--- config.mk ---
export PLATFORM = sky130hd
export DESIGN_NAME = apb_sccb_cmd_regbank
export DESIGN_NICKNAME = d
export VERILOG_FILES = /design/src/rtl/apb_sccb_cmd_regbank.sv
export SDC_FILE = /design/constraint.sdc
export NUM_CORES = 1
export LEC_CHECK = 0
export ABC_AREA = 1
export BUFFER_PORTS_ARGS = -buffer_cell sky130_fd_sc_hd__buf_2
export CAP_MARGIN = 10
export CORE_ASPECT_RATIO = 1.4
export CORE_MARGIN = 2
export CORE_UTILIZATION = 40
export CTS_CLUSTER_DIAMETER = 50
export DETAILED_ROUTE_END_ITERATION = 10
export SYNTH_ARGS = -nofsm -noshare
export SYNTH_HDL_FRONTEND = slang
export SYNTH_SLANG_ARGS = --single-unit
export TNS_END_PERCENT = 1
--- constraint.sdc ---
create_clock -name clk_i -period 28.6 [get_ports clk_i]
set_input_delay 5.72 -clock clk_i [delete_from_list [all_inputs] [get_ports clk_i]]
set_output_delay 5.72 -clock clk_i [all_outputs]
set_load 0.05 [all_outputs]
--- src/rtl/apb_sccb_cmd_regbank.sv ---
// APB register bank for the serial camera-configuration engine: command FIFO towards the
// engine, response FIFO back from it, channel select, error responses and a level interrupt.
module apb_sccb_cmd_regbank #(
   parameter int ADDR_W     = 8,
   parameter int FIFO_DEPTH = 8,
   parameter int NUM_CH     = 2,
   parameter int CH_W       = (NUM_CH > 1) ? $clog2(NUM_CH) : 1
) (
   input  logic              clk_i,
   input  logic              rst_i,
   input  logic [ADDR_W-1:0] paddr_i,
   input  logic              psel_i,
   input  logic              penable_i,
   input  logic              pwrite_i,
   input  logic [31:0]       pwdata_i,
   output logic [31:0]       prdata_o,
   output logic              pready_o,
   output logic              pslverr_o,
   output logic              cmd_valid_o,
   input  logic              cmd_ready_i,
   output logic [31:0]       cmd_data_o,
   output logic [3:0]        cmd_wr_o,
   output logic [CH_W-1:0]   cmd_ch_o,
   input  logic              rsp_valid_i,
   input  logic [31:0]       rsp_data_i,
   input  logic              busy_i,
   output logic [15:0]       clk_div_o,
   output logic [15:0]       neg_del_o,
   output logic              irq_o
);

   localparam int AW = $clog2(FIFO_DEPTH);
   localparam int PW = AW + 1;
   localparam int EW = 4 + CH_W + 32;

   localparam logic [ADDR_W-1:0] A_CTRL   = ADDR_W'(8'h00);
   localparam logic [ADDR_W-1:0] A_STATUS = ADDR_W'(8'h04);
   localparam logic [ADDR_W-1:0] A_CMD    = ADDR_W'(8'h08);
   localparam logic [ADDR_W-1:0] A_RSP    = ADDR_W'(8'h0C);
   localparam logic [ADDR_W-1:0] A_CMDWR  = ADDR_W'(8'h10);
   localparam logic [ADDR_W-1:0] A_CLKDIV = ADDR_W'(8'h14);
   localparam logic [ADDR_W-1:0] A_NEGDEL = ADDR_W'(8'h18);
   localparam logic [ADDR_W-1:0] A_IRQ    = ADDR_W'(8'h1C);

   logic              en_q, en_d, ien_q, ien_d;
   logic [CH_W-1:0]   ch_q, ch_d;
   logic [3:0]        wr_q, wr_d;
   logic [15:0]       div_q, div_d, neg_q, neg_d;
   logic [3:0]        irq_stat_q, irq_stat_d;
   logic              irq_q, irq_d;
   logic              busy_q;

   logic [EW-1:0]     cmd_mem_q [FIFO_DEPTH];
   logic [31:0]       rsp_mem_q [FIFO_DEPTH];
   logic [PW-1:0]     cmd_wp_q, cmd_wp_d, cmd_rp_q, cmd_rp_d;
   logic [PW-1:0]     rsp_wp_q, rsp_wp_d, rsp_rp_q, rsp_rp_d;

   logic              acc_s, wr_acc_s, rd_acc_s;
   logic [ADDR_W-1:0] addr_s;
   logic [PW-1:0]     cmd_level_s, rsp_level_s;
   logic              cmd_empty_s, cmd_full_s, rsp_empty_s, rsp_full_s;
   logic [EW-1:0]     cmd_head_s;
   logic [31:0]       rsp_head_s, status_s, ctrl_rd_s, rdata_s;
   logic              err_s;
   logic              sel_ctrl_s, sel_cmd_s, sel_rsp_s, sel_cmdwr_s;
   logic              sel_div_s, sel_neg_s, sel_irq_s;
   logic              flush_s, cmd_push_s, cmd_pop_s, cmd_ovf_s;
   logic              rsp_push_s, rsp_pop_s, rsp_ovf_s, rsp_unf_s, done_s;
   logic [3:0]        w1c_s, irq_set_s;

   assign acc_s    = psel_i & penable_i;
   assign wr_acc_s = acc_s & pwrite_i;
   assign rd_acc_s = acc_s & ~pwrite_i;
   assign addr_s   = paddr_i & ~ADDR_W'(2'b11);

   assign cmd_level_s = cmd_wp_q - cmd_rp_q;
   assign rsp_level_s = rsp_wp_q - rsp_rp_q;
   assign cmd_empty_s = (cmd_level_s == PW'(0));
   assign cmd_full_s  = (cmd_level_s == PW'(FIFO_DEPTH));
   assign rsp_empty_s = (rsp_level_s == PW'(0));
   assign rsp_full_s  = (rsp_level_s == PW'(FIFO_DEPTH));
   assign cmd_head_s  = cmd_mem_q[cmd_rp_q[AW-1:0]];
   assign rsp_head_s  = rsp_mem_q[rsp_rp_q[AW-1:0]];

   assign status_s = {9'd0, 7'(rsp_level_s), 1'b0, 7'(cmd_level_s), 4'd0,
                      rsp_empty_s, cmd_empty_s, cmd_full_s, busy_i};

   always_comb begin
      ctrl_rd_s             = 32'd0;
      ctrl_rd_s[0]          = en_q;
      ctrl_rd_s[1]          = ien_q;
      ctrl_rd_s[8 +: CH_W]  = ch_q;
   end

   // Address decode, read mux and error classification of the current APB address.
   always_comb begin
      sel_ctrl_s  = 1'b0;
      sel_cmd_s   = 1'b0;
      sel_rsp_s   = 1'b0;
      sel_cmdwr_s = 1'b0;
      sel_div_s   = 1'b0;
      sel_neg_s   = 1'b0;
      sel_irq_s   = 1'b0;
      rdata_s     = 32'd0;
      err_s       = 1'b0;
      case (addr_s)
         A_CTRL:   begin sel_ctrl_s = 1'b1; rdata_s = ctrl_rd_s; end
         A_STATUS: begin rdata_s = status_s; err_s = pwrite_i; end
         A_CMD:    begin sel_cmd_s = 1'b1; err_s = pwrite_i & cmd_full_s; end
         A_RSP: begin
            sel_rsp_s = 1'b1;
            err_s     = pwrite_i | rsp_empty_s;
            rdata_s   = (pwrite_i | rsp_empty_s) ? 32'd0 : rsp_head_s;
         end
         A_CMDWR:  begin sel_cmdwr_s = 1'b1; rdata_s = {28'd0, wr_q}; end
         A_CLKDIV: begin sel_div_s = 1'b1; rdata_s = {16'd0, div_q}; end
         A_NEGDEL: begin sel_neg_s = 1'b1; rdata_s = {16'd0, neg_q}; end
         A_IRQ:    begin sel_irq_s = 1'b1; rdata_s = {28'd0, irq_stat_q}; end
         default:  err_s = 1'b1;
      endcase
   end

   assign prdata_o  = psel_i ? rdata_s : 32'd0;
   assign pready_o  = acc_s;
   assign pslverr_o = acc_s & err_s;

   // Flush overrides every same-cycle FIFO movement; overflow on a full push is judged
   // against the current level, so a concurrent pop does not rescue it.
   assign flush_s    = wr_acc_s & sel_ctrl_s & pwdata_i[2];
   assign cmd_push_s = wr_acc_s & sel_cmd_s & ~cmd_full_s & ~flush_s;
   assign cmd_ovf_s  = wr_acc_s & sel_cmd_s & cmd_full_s;
   assign cmd_pop_s  = cmd_valid_o & cmd_ready_i & ~flush_s;
   assign rsp_push_s = rsp_valid_i & ~rsp_full_s & ~flush_s;
   assign rsp_ovf_s  = rsp_valid_i & rsp_full_s;
   assign rsp_pop_s  = rd_acc_s & sel_rsp_s & ~rsp_empty_s & ~flush_s;
   assign rsp_unf_s  = rd_acc_s & sel_rsp_s & rsp_empty_s;
   assign done_s     = busy_q & ~busy_i & cmd_empty_s;

   assign cmd_valid_o = en_q & ~cmd_empty_s;
   assign cmd_data_o  = cmd_head_s[31:0];
   assign cmd_ch_o    = cmd_head_s[32 +: CH_W];
   assign cmd_wr_o    = cmd_head_s[32 + CH_W +: 4];
   assign clk_div_o   = div_q;
   assign neg_del_o   = neg_q;
   assign irq_o       = irq_q;

   // Next-state values for configuration, status flags and FIFO pointers.
   always_comb begin
      en_d       = (wr_acc_s & sel_ctrl_s) ? pwdata_i[0] : en_q;
      ien_d      = (wr_acc_s & sel_ctrl_s) ? pwdata_i[1] : ien_q;
      ch_d       = (wr_acc_s & sel_ctrl_s) ? pwdata_i[8 +: CH_W] : ch_q;
      wr_d       = (wr_acc_s & sel_cmdwr_s) ? pwdata_i[3:0] : wr_q;
      div_d      = (wr_acc_s & sel_div_s) ? pwdata_i[15:0] : div_q;
      neg_d      = (wr_acc_s & sel_neg_s) ? pwdata_i[15:0] : neg_q;
      w1c_s      = (wr_acc_s & sel_irq_s) ? pwdata_i[3:0] : 4'd0;
      irq_set_s  = {rsp_unf_s, rsp_ovf_s, cmd_ovf_s, done_s};
      irq_stat_d = (irq_stat_q & ~w1c_s) | irq_set_s;
      irq_d      = ien_q & (|irq_stat_q);
      cmd_wp_d   = flush_s ? PW'(0) : cmd_wp_q + PW'(cmd_push_s);
      cmd_rp_d   = flush_s ? PW'(0) : cmd_rp_q + PW'(cmd_pop_s);
      rsp_wp_d   = flush_s ? PW'(0) : rsp_wp_q + PW'(rsp_push_s);
      rsp_rp_d   = flush_s ? PW'(0) : rsp_rp_q + PW'(rsp_pop_s);
   end

   always_ff @(posedge clk_i or posedge rst_i) begin
      if (rst_i) begin
         en_q       <= 1'b0;
         ien_q      <= 1'b0;
         ch_q       <= '0;
         wr_q       <= 4'd0;
         div_q      <= 16'd0;
         neg_q      <= 16'd0;
         irq_stat_q <= 4'd0;
         irq_q      <= 1'b0;
         busy_q     <= 1'b0;
         cmd_wp_q   <= '0;
         cmd_rp_q   <= '0;
         rsp_wp_q   <= '0;
         rsp_rp_q   <= '0;
      end else begin
         en_q       <= en_d;
         ien_q      <= ien_d;
         ch_q       <= ch_d;
         wr_q       <= wr_d;
         div_q      <= div_d;
         neg_q      <= neg_d;
         irq_stat_q <= irq_stat_d;
         irq_q      <= irq_d;
         busy_q     <= busy_i;
         cmd_wp_q   <= cmd_wp_d;
         cmd_rp_q   <= cmd_rp_d;
         rsp_wp_q   <= rsp_wp_d;
         rsp_rp_q   <= rsp_rp_d;
      end
   end

   // Storage is cleared on reset so the head outputs read zero afterwards.
   always_ff @(posedge clk_i or posedge rst_i) begin
      if (rst_i) begin
         for (int i = 0; i < FIFO_DEPTH; i++) begin
            cmd_mem_q[i] <= '0;
            rsp_mem_q[i] <= 32'd0;
         end
      end else begin
         if (cmd_push_s) begin
            cmd_mem_q[cmd_wp_q[AW-1:0]] <= {wr_q, ch_q, pwdata_i};
         end
         if (rsp_push_s) begin
            rsp_mem_q[rsp_wp_q[AW-1:0]] <= rsp_data_i;
         end
      end
   end

endmodule

==> results of run 1 <==
layout by cell type (no fill, tap or decap), drive strengths merged, types with 10 or more instances in the layout:
| master | instances |
|---|---|
| or2 | 20 |
| o22ai | 74 |
| dfrtp | 613 |
| o21ai | 242 |
| xor2 | 10 |
| inv | 204 |
| nand3 | 723 |
| clkinv | 15 |
| nor2 | 361 |
| ha | 14 |
| o221ai | 24 |
| clkbuf | 102 |
| nand2 | 1496 |
| buf | 229 |
worst max-delay path: cells and delay by family:
kind	cells	cell delay (ps)
buffers and inverters	2	490
AND/OR/NAND/NOR	7	2400
power by group:
part	switching [mW]	leakage, nW	internal, mW
logic	0.827	9.09	0.309
clock network	0.398	1.27	0.606
registers	0.113	8.17	1.04
total	1.34	18.5	1.96
worst max path at each step:
stage / from / to / slack [ps]
floorplan: rst_i / busy_q / 5720
global placement: paddr_i[7] / prdata_o[9] / 14370
detailed placement: paddr_i[7] / prdata_o[9] / 14380
CTS: paddr_i[7] / prdata_o[9] / 14380
global route: paddr_i[7] / prdata_o[9] / 14110
finish: paddr_i[7] / prdata_o[9] / 14260
sequential cells by signal (all words and copies together) (netlist names):
name / count
busy_q: 1
ch_q: 1
clk_div_o: 16
cmd_mem_q: 296
cmd_rp_q: 4
cmd_wp_q: 4
en_q: 1
ien_q: 1
irq_o: 1
irq_stat_q: 4
neg_del_o: 16
rsp_mem_q: 256
rsp_rp_q: 4
rsp_wp_q: 4
wr_q: 4
cell type report:
class,instances,area (sq um),area share [%]
multi-input cells,2993,13400,38.6
repair buffers,229,1260,3.65
diodes,8,20.0,0.0577
flip-flops and latches,613,15400,44.3
clock inverters,33,423,1.22
well taps,1045,1310,3.77
clock buffers,102,2160,6.24
inverters,198,766,2.21
per-stage QoR:
stage / setup WS [ps] / power, mW / utilization [%] / area, sq um
floorplan: 5720 / 1.97 / - / 31200
global placement: 14370 / 2.28 / 41.4 / 32100
detailed placement: 14380 / 2.29 / 41.4 / 32100
CTS: 14380 / 3.30 / 44.7 / 34600
global route: 14110 / 3.49 / 44.7 / 34700
finish: 14260 / 3.29 / 44.7 / 34700
cell families (layout without fill, tap and decap cells):
kind of cell,count (synthesis),in the layout,synth area share (%)
and+or+nand+nor,2609,2609,35.0
DFF,613,613,49.2
buffers and inverters,555,562,8.24
AOI/OAI and AO/OA,354,354,6.42
adders and majority gates,16,16,0.691
xor gates and xnor gates,14,14,0.394
other,0,8,0
metal layers:
metal  share of wire [%]  global-route usage [%]  vias to the layer above
li1                    -                       -                    13223
met1                  41                    34.6                    13692
met2                  49                    44.9                      958
met3                 7.1                    4.97                      226
met4                 3.5                    10.7                       10
met5               0.048                       0                        -
==> reports/summary.txt, run 1 <==
Status = finished clean
Cts repair resizes = 0
Power Density = 95.0 nW/um^2
Syn-to-layout area delta = 11.3%
Most frequent CP cell = nor2_1
Global Route Usage Sum = 27.0%
Synth area leaders = dfrtp_1, nand2_1, nand3_1
RSZ-0062 raised after global routing = no
Post-synth top flop = dfrtp_1
Hold_ws = 463 ps
Largest stage delay on the critical path = 900 ps
Flops & latches, synth = 613
HPWL Detailed = 59.6 mm
Hold Crit Class = reg -> reg
Post-CTS Setup Inserts = 0
Clock Latency Late Sink = 640 ps
Routed WL = 107 mm
RR Endpoint = rsp_mem_q[93]
CP Launch Type = input port
Setup-failing EPs final = 0
Die W = 240 um
Reg2reg path depth = 11
Max-slew headroom = 21.1%
Synthesized net count = 4257
Final critical-path share of the clock period = 50.2%
Cell with the most instances after synthesis = nand2_1
RR Startpoint = rsp_rp_q[0]
Die Area = 80200 sq um
Final Non-Filler Cells = 5221
Port Buffers = 182
TNS Setup = 0 ps
WS Path Type = in -> out
Sequential share of the synthesized area = 49.2%
Share of cells above drive strength 1 = 10.3%
VDD IR max = 0.0629 mV
Crit path time final = 14340 ps
FILL cells = 7959
Most frequent cells after synthesis = nand2_1, nand3_1, dfrtp_1
Core area = 77500 sq um
Vias in the first global route = 27490
DRT antenna net count = 0
Yosys Warn Count = 0
Htree depth = 3
Global-route wire length before repair = 167 mm
Worst hold start = cmd_mem_q[252]
IO Pins = 185
Post-Synthesis Cells = 4161
Clock skew = 25.7 ps
CTS sink cnt = 613
Drt pass-1 iters = 5
TritonCTS buffer count = 76
Critical-path top delay cell = nor2_2
Final #Nets = 4207
Area leader, netlist = dfrtp_1
Req. time, crit path = 22880 ps
Fmax = 0.0697 GHz
WL/cell = 20.6 um
Initial antenna violation count = 16
LEAKAGE = 18.5 nW
CP endpoint kind = primary output
Max-cap viol count = 0
Hold Path Stages = 2
Slew Viols, Final = 0
Routed via count = 28109
Worst-path fanout max = 21
Initial cell density of the core = 40.2%
Cell Area, Synth = 31200 sq um
Max Root-Sink Buffers = 3
Via density = 5.38
Largest net degree at the start of global routing = 133
Post-CTS Hold Fix Bufs = 0
Worst Tran Pin Value = 1180 ps
Ys async rst share = 100%
Fraction of post-synthesis cell area in the top cell type by area = 49.2%
DRC violations left = 0
Placer Congestion = 0.869
Die height = 334 um
Row cnt = 121
Distinct cells, synth = 37
DR iter-0 viols = 2481
Placed Cells = 5078
CP arrival = 8620 ps
Syn_area_per_cell = 7.49 sq um
Count of flip-flops with a built-in enable after synthesis = 0
Final Hold Violating Endpoints = 0
CTS tree = done
Worst hold path endpoint = cmd_mem_q[252]
Critical-path cell list = buf_2, nor2_4, nand3_1, nor2_2, nand3_1, nor2_1, nor2_1, nor2_1, buf_2
Reg-to-reg slack, setup = 23320 ps
Grt ovf = 0
Root buf cell = clkbuf_16
CTS clk-pin slew, worst paths = 60 ps
Note: power is estimated with default switching activity, not from simulation.
==> inputs of run 2 (changes only) <==
==> constraint.sdc (replaced) <==
create_clock -name clk_i -period 13.7 [get_ports clk_i]
set_input_delay 2.74 -clock clk_i [delete_from_list [all_inputs] [get_ports clk_i]]
set_output_delay 2.74 -clock clk_i [all_outputs]
set_load 0.05 [all_outputs]
==> run 2 against run 1 <==
Worst hold slack barely moved; largest power group unchanged; cell count is 0.21% lower; routed wire length decreased by 0.62%; count of clock-buffer cells in the layout down 1; critical endpoint unchanged; via count shrank 0.30%; highest routed layer unchanged; total power rose by 100%; clock skew increased by 9.0 ps; largest cell class unchanged; combinational power is 110% higher.
==> reports/summary.txt, run 2 (synthesis results as in run 1) <==
Clock skew = 34.7 ps (+8.96 ps)
TNS Setup = 0 ps (unchanged)
Largest net degree at the start of global routing = 236 (+77%)
Htree depth = 3 (unchanged)
Fmax = 0.123 GHz
Vias in the first global route = 26800 (-2.5%)
Die height = 334 um (unchanged)
Initial antenna violation count = 11 (-5)
Die W = 240 um (unchanged)
Setup-failing EPs final = 0 (unchanged)
Largest regs = cmd_mem_q (296), rsp_mem_q (256)
Multi-input gate area = 13400 sq um (unchanged)
Routed WL = 107 mm (-0.62%)
Global-route wire length before repair = 163 mm (-2.1%)
Via density = 5.38 (about the same)
Placer Congestion = 0.875 (+0.64%)
Worst-path fanout max = 17 (-19%)
FILL cells = 7950 (-0.11%)
Most flops, register = cmd_mem_q
RSZ-0062 raised after global routing = no
Max-cap viol count = 0 (unchanged)
Final Non-Filler Cells = 5210 (-0.21%)
Final #Nets = 4201 (-0.14%)
Status = finished clean
Port Buffers = 182 (unchanged)
TritonCTS buffer count = 70 (-7.9%)
Final core occ = 44.4% (-0.36 points)
Max-slew headroom = 21.9% (+0.71 points)
Max reg flops = 296 (unchanged)
CTS clk-pin slew, worst paths = 50 ps (about the same)
Syn-to-layout area delta = 10.4%
Routed via count = 28026 (-0.30%)
RR Startpoint = cmd_rp_q[2]
Power Density = 194 nW/um^2 (+100%)
Drt pass-1 iters = 7 (+2)
Crit path time final = 8140 ps
CTS sink cnt = 613 (unchanged)
Hold Crit Class = reg -> reg
Grt ovf = 0 (unchanged)
Hold_ws = 463 ps (-0.0840 ps)
CP Launch Type = input port
Most common cell after layout, fill and taps aside = nand2_1
Core area = 77500 sq um (unchanged)
Slew Viols, Final = 0 (unchanged)
DRC violations left = 0 (unchanged)
WL/cell = 20.5 um (-0.41%)
Global Route Usage Sum = 26.4% (-0.51 points)
Final Hold Violating Endpoints = 0 (unchanged)
Row cnt = 121 (unchanged)
DRT antenna net count = 0 (unchanged)
Commonest non-fill, non-tap cells in the layout = nand2_1, nand3_1, dfrtp_1, nor2_1, o21ai_0
Overall power consumption = 6.66 mW (+100%)
Post-CTS Setup Inserts = 0 (unchanged)
VDD IR max = 0.126 mV (+100%)
WS Path Type = in -> out
IO Pins = 185 (unchanged)
Placed Cells = 5078 (unchanged)
Cts repair resizes = 0 (unchanged)
Initial cell density of the core = 40.2% (unchanged)
Worst Tran Pin Value = 1170 ps (-10.7 ps)
HPWL Detailed = 59.1 mm (-0.85%)
Sequential Area = 15400 sq um (unchanged)
CTS tree = done
Worst hold start = cmd_mem_q[106]
Root buf cell = clkbuf_16
Die Area = 80200 sq um (unchanged)
Final critical-path share of the clock period = 59.4%
Post-route cell area = 34400 sq um (-0.80%)
LEAKAGE = 18.4 nW (-0.82%)
Share of cells above drive strength 1 = 9.95% (-0.34 points)
Post-CTS Hold Fix Bufs = 0 (unchanged)
CP arrival = 5400 ps (-3220 ps)
Pre-CTS setup slack = 5670 ps (-8710 ps)
Max Root-Sink Buffers = 3 (unchanged)
Req. time, crit path = 10960 ps (-11920 ps)
Clock Latency Late Sink = 620 ps (-20 ps)
Post-placement cell area = 32100 sq um (about the same)
Setup WS post-layout = 5560 ps (-8690 ps)
Critical Path Source = paddr_i[7]
CP endpoint kind = primary output
DR iter-0 viols = 2535 (+2.2%)
-- run 2: cell count changes in the layout (fill, tap and decap cells not counted), moves of 3 or more --
cell / before / now
buf_4: 47 / 44
bufinv_16: 8 / 3
clkbuf_1: 13 / 19
clkbuf_16: 79 / 74
clkinv_2: 12 / 9
-- run 2: routing by layer --
metal  up-vias  global-route usage (%)  wire [um]  part of all wire [%]
li1      13197                       -          -                     -
met5         -                       0         59                 0.055
met4        10                    8.13       2770                   2.6
met1     13609                    34.1      43700                    41
met3       176                    4.78       8010                   7.5
met2      1034                    45.0      52100                    49
-- run 2: critical path: stages --
cell and delay, ps:
buf_2 120, nor2_4 360, nand3_1 210, nor2_2 580
buf_8 260, nand3_1 210, nor2_1 170, nor2_1 60
nor2_1 320, buf_2 350
-- run 2: final cells by class --
class	count	share of cell area [%]
diodes	6	0.0437
clock buffers	101	5.91
clock inverters	25	0.735
inverters	198	2.22
multi-input cells	2993	38.9
flip-flops and latches	613	44.6
well taps	1045	3.80
repair buffers	229	3.77
-- run 2: power breakdown --
part	internal (mW)	total, mW	switching [mW]
registers	2.17	2.41	0.239
clock network	1.10	1.89	0.794
logic	0.648	2.36	1.71
total	3.92	6.66	2.74
-- run 2: worst paths after layout --
check	end	slack [ps]	depth (start not counted)
min	cmd_mem_q[106]	460	2
max reg2reg	cmd_mem_q[195]	8210	17
max in group asynchronous	cmd_mem_q[124]	8950	5
min reg2reg	cmd_mem_q[106]	460	2
max	prdata_o[9]	5560	10
min in group asynchronous	cmd_mem_q[140]	2360	3
==> inputs of run 3 (changes only) <==
==> constraint.sdc (replaced) <==
create_clock -name clk_i -period 6.8 [get_ports clk_i]
set_input_delay 1.36 -clock clk_i [delete_from_list [all_inputs] [get_ports clk_i]]
set_output_delay 1.36 -clock clk_i [all_outputs]
set_load 0.05 [all_outputs]
==> run 3 against run 2 <==
Global-route usage grew 0.47 points; cell count is essentially flat; register-to-register slack worse by 5800 ps; cell area is 0.47% higher; total power increased by 110%; sequential power grew 100%; combinational power up 100%; via count increased by 0.53%; sequential share of layout area shrank 0.21 points.
==> reports/summary.txt, run 3 (synthesis results as in run 1) <==
Vias in the first global route = 27018 (+0.81%)
Max-cap viol count = 0 (unchanged)
Final #Nets = 4206 (+0.12%)
Cts repair resizes = 0 (unchanged)
Status = finished clean
Via density = 5.40 (+0.45%)
Final Hold Violating Endpoints = 0 (unchanged)
Grt ovf = 0 (unchanged)
CTS sink cnt = 613 (unchanged)
Routed WL = 108 mm (+1.3%)
CTS clk-pin slew, worst paths = 60 ps (about the same)
Die Area = 80200 sq um (unchanged)
Worst path bufs/invs = 4 (+1)
TritonCTS buffer count = 74 (+5.7%)
Initial antenna violation count = 11 (unchanged)
CP arrival = 4380 ps (-1020 ps)
Die W = 240 um (unchanged)
Setup WS post-layout = 1060 ps (-4510 ps)
Power Density = 396 nW/um^2 (+100%)
Setup-failing EPs final = 0 (unchanged)
Pre-CTS setup slack = 1620 ps (-4050 ps)
Crit path time final = 5740 ps
Clock Latency Late Sink = 630 ps (about the same)
Largest stage delay on the critical path = 690 ps (+110 ps)
Worst-path fanout max = 21 (+4)
Overall power consumption = 13.7 mW (+110%)
DRT antenna net count = 0 (unchanged)
Port Buffers = 182 (unchanged)
Most common cell after layout, fill and taps aside = nand2_1
LEAKAGE = 18.5 nW (+0.48%)
Root buf cell = clkbuf_16
Global Route Usage Sum = 26.9% (+0.47 points)
Critical-path cell list = inv_1, ha_1, inv_1, fa_1, inv_1, nand2_1, nor2_2, nand3_1, nand2_1, nor2_1, nor2_1, nor2_1, buf_2
Final critical-path share of the clock period = 84.5%
Commonest non-fill, non-tap cells in the layout = nand2_1, nand3_1, dfrtp_1, nor2_1, o21ai_0
WS Path Type = reg -> out
Drt pass-1 iters = 5 (-2)
Post-CTS Setup Inserts = 0 (unchanged)
IO Pins = 185 (unchanged)
CP endpoint kind = primary output
WL/cell = 20.7 um (+1.2%)
Initial cell density of the core = 40.2% (unchanged)
Htree depth = 3 (unchanged)
RSZ-0062 raised after global routing = no
Largest regs = cmd_mem_q (296), rsp_mem_q (256)
Critical-path top delay cell = nand2_1
CTS tree = done
Worst Tran Pin Value = 1390 ps (+216 ps)
Routed via count = 28174 (+0.53%)
Max Root-Sink Buffers = 3 (unchanged)
Row cnt = 121 (unchanged)
Die height = 334 um (unchanged)
VDD IR max = 0.390 mV (+210%)
Core area = 77500 sq um (unchanged)
CP Launch Type = register
Global-route wire length before repair = 166 mm (+1.9%)
Req. time, crit path = 5440 ps (-5520 ps)
Most flops, register = cmd_mem_q
Hold_ws = 464 ps (+1.06 ps)
P_int = 8.06 mW (+110%)
CP top delay family = simple AND/OR/NAND/NOR gates
Largest net degree at the start of global routing = 257 (+8.9%)
Syn-to-layout area delta = 10.9%
Clock skew = 20.1 ps (-14.6 ps)
Net switching power = 5.62 mW (+100%)
Sw frac = 41.1% (-0.097 points)
Comb pwr share = 35.1% (-0.3 points)
Slew Viols, Final = 0 (unchanged)
Max reg flops = 296 (unchanged)
Placer Congestion = 0.867 (-0.88%)
DRC violations left = 0 (unchanged)
Fmax = 0.174 GHz
Clk pwr share = 29.4% (+1.0 points)
Share of cells above drive strength 1 = 10.1% (+0.11 points)
Max-slew headroom = 7.54% (-14 points)
Post-CTS Hold Fix Bufs = 0 (unchanged)
DR iter-0 viols = 2719 (+7.3%)
HPWL Detailed = 59.5 mm (+0.68%)
Hold Crit Class = reg -> reg
Seq pwr share = 35.5% (-0.7 points)
TNS Setup = 0 ps (unchanged)
==> run 3: per-stage QoR <==
step | instance area, sq um | std cells | util [%]
6_report | 34500 | 5214 | 44.6
5_1_grt | 34500 | 5214 | 44.6
4_1_cts | 34500 | 5209 | 44.6
3_5_place_dp | 32100 | 5079 | 41.4
3_3_place_gp | 32100 | 5079 | 41.4
2_1_floorplan | 31200 | 4161 | -
==> run 3: final timing paths <==
kind / slack, ps / cells past startpoint / from / endpoint
max in group asynchronous: 4250 / 4 / rst_i / cmd_mem_q[187]
min in group asynchronous: 870 / 2 / rst_i / rsp_mem_q[171]
min reg2reg: 460 / 2 / cmd_mem_q[110] / cmd_mem_q[110]
min: 460 / 2 / cmd_mem_q[110] / cmd_mem_q[110]
max: 1060 / 13 / rsp_wp_q[0] / prdata_o[9]
max reg2reg: 2420 / 14 / cmd_rp_q[2] / cmd_mem_q[159]
==> run 3: worst reg2reg max path, delay by kind of cell, from the launching register on <==
family	cells	cell delay, ps
AND/OR/NAND/NOR	9	1110
adder cells (fa/ha/maj)	1	450
buffers and inverters	4	2370
flip-flops	1	410
==> run 3: per-layer routing <==
metal	global-route usage (%)	vias up	wire length, um
li1	-	13204	-
met1	34.7	13632	43500
met2	44.8	1096	52500
met3	4.33	234	8000
met4	11.2	8	3970
met5	0	-	49
==> run 3: cell type report <==
type / count / area [sq um]
Antenna cell: 5 / 12.5
Timing Repair Buffer: 230 / 1320
Multi-Input combinational cell: 2993 / 13400
Inverter: 198 / 762
Clock buffer: 103 / 2070
Fill cell: 8006 / 43000
Tap cell: 1045 / 1310
Clock inverter: 27 / 352
Sequential cell: 613 / 15400
==> run 3: power groups by stage <==
| stage | sequential (mW) | clock, mW | combinational (mW) |
|---|---|---|---|
| global placement | 4.88 | 0 | 4.74 |
| floorplan | 4.79 | 0 | 3.52 |
| detailed placement | 4.89 | 0 | 4.78 |
| finish | 4.85 | 4.02 | 4.81 |
| CTS | 4.84 | 4.08 | 4.79 |
| global route | 4.94 | 4.23 | 5.30 |
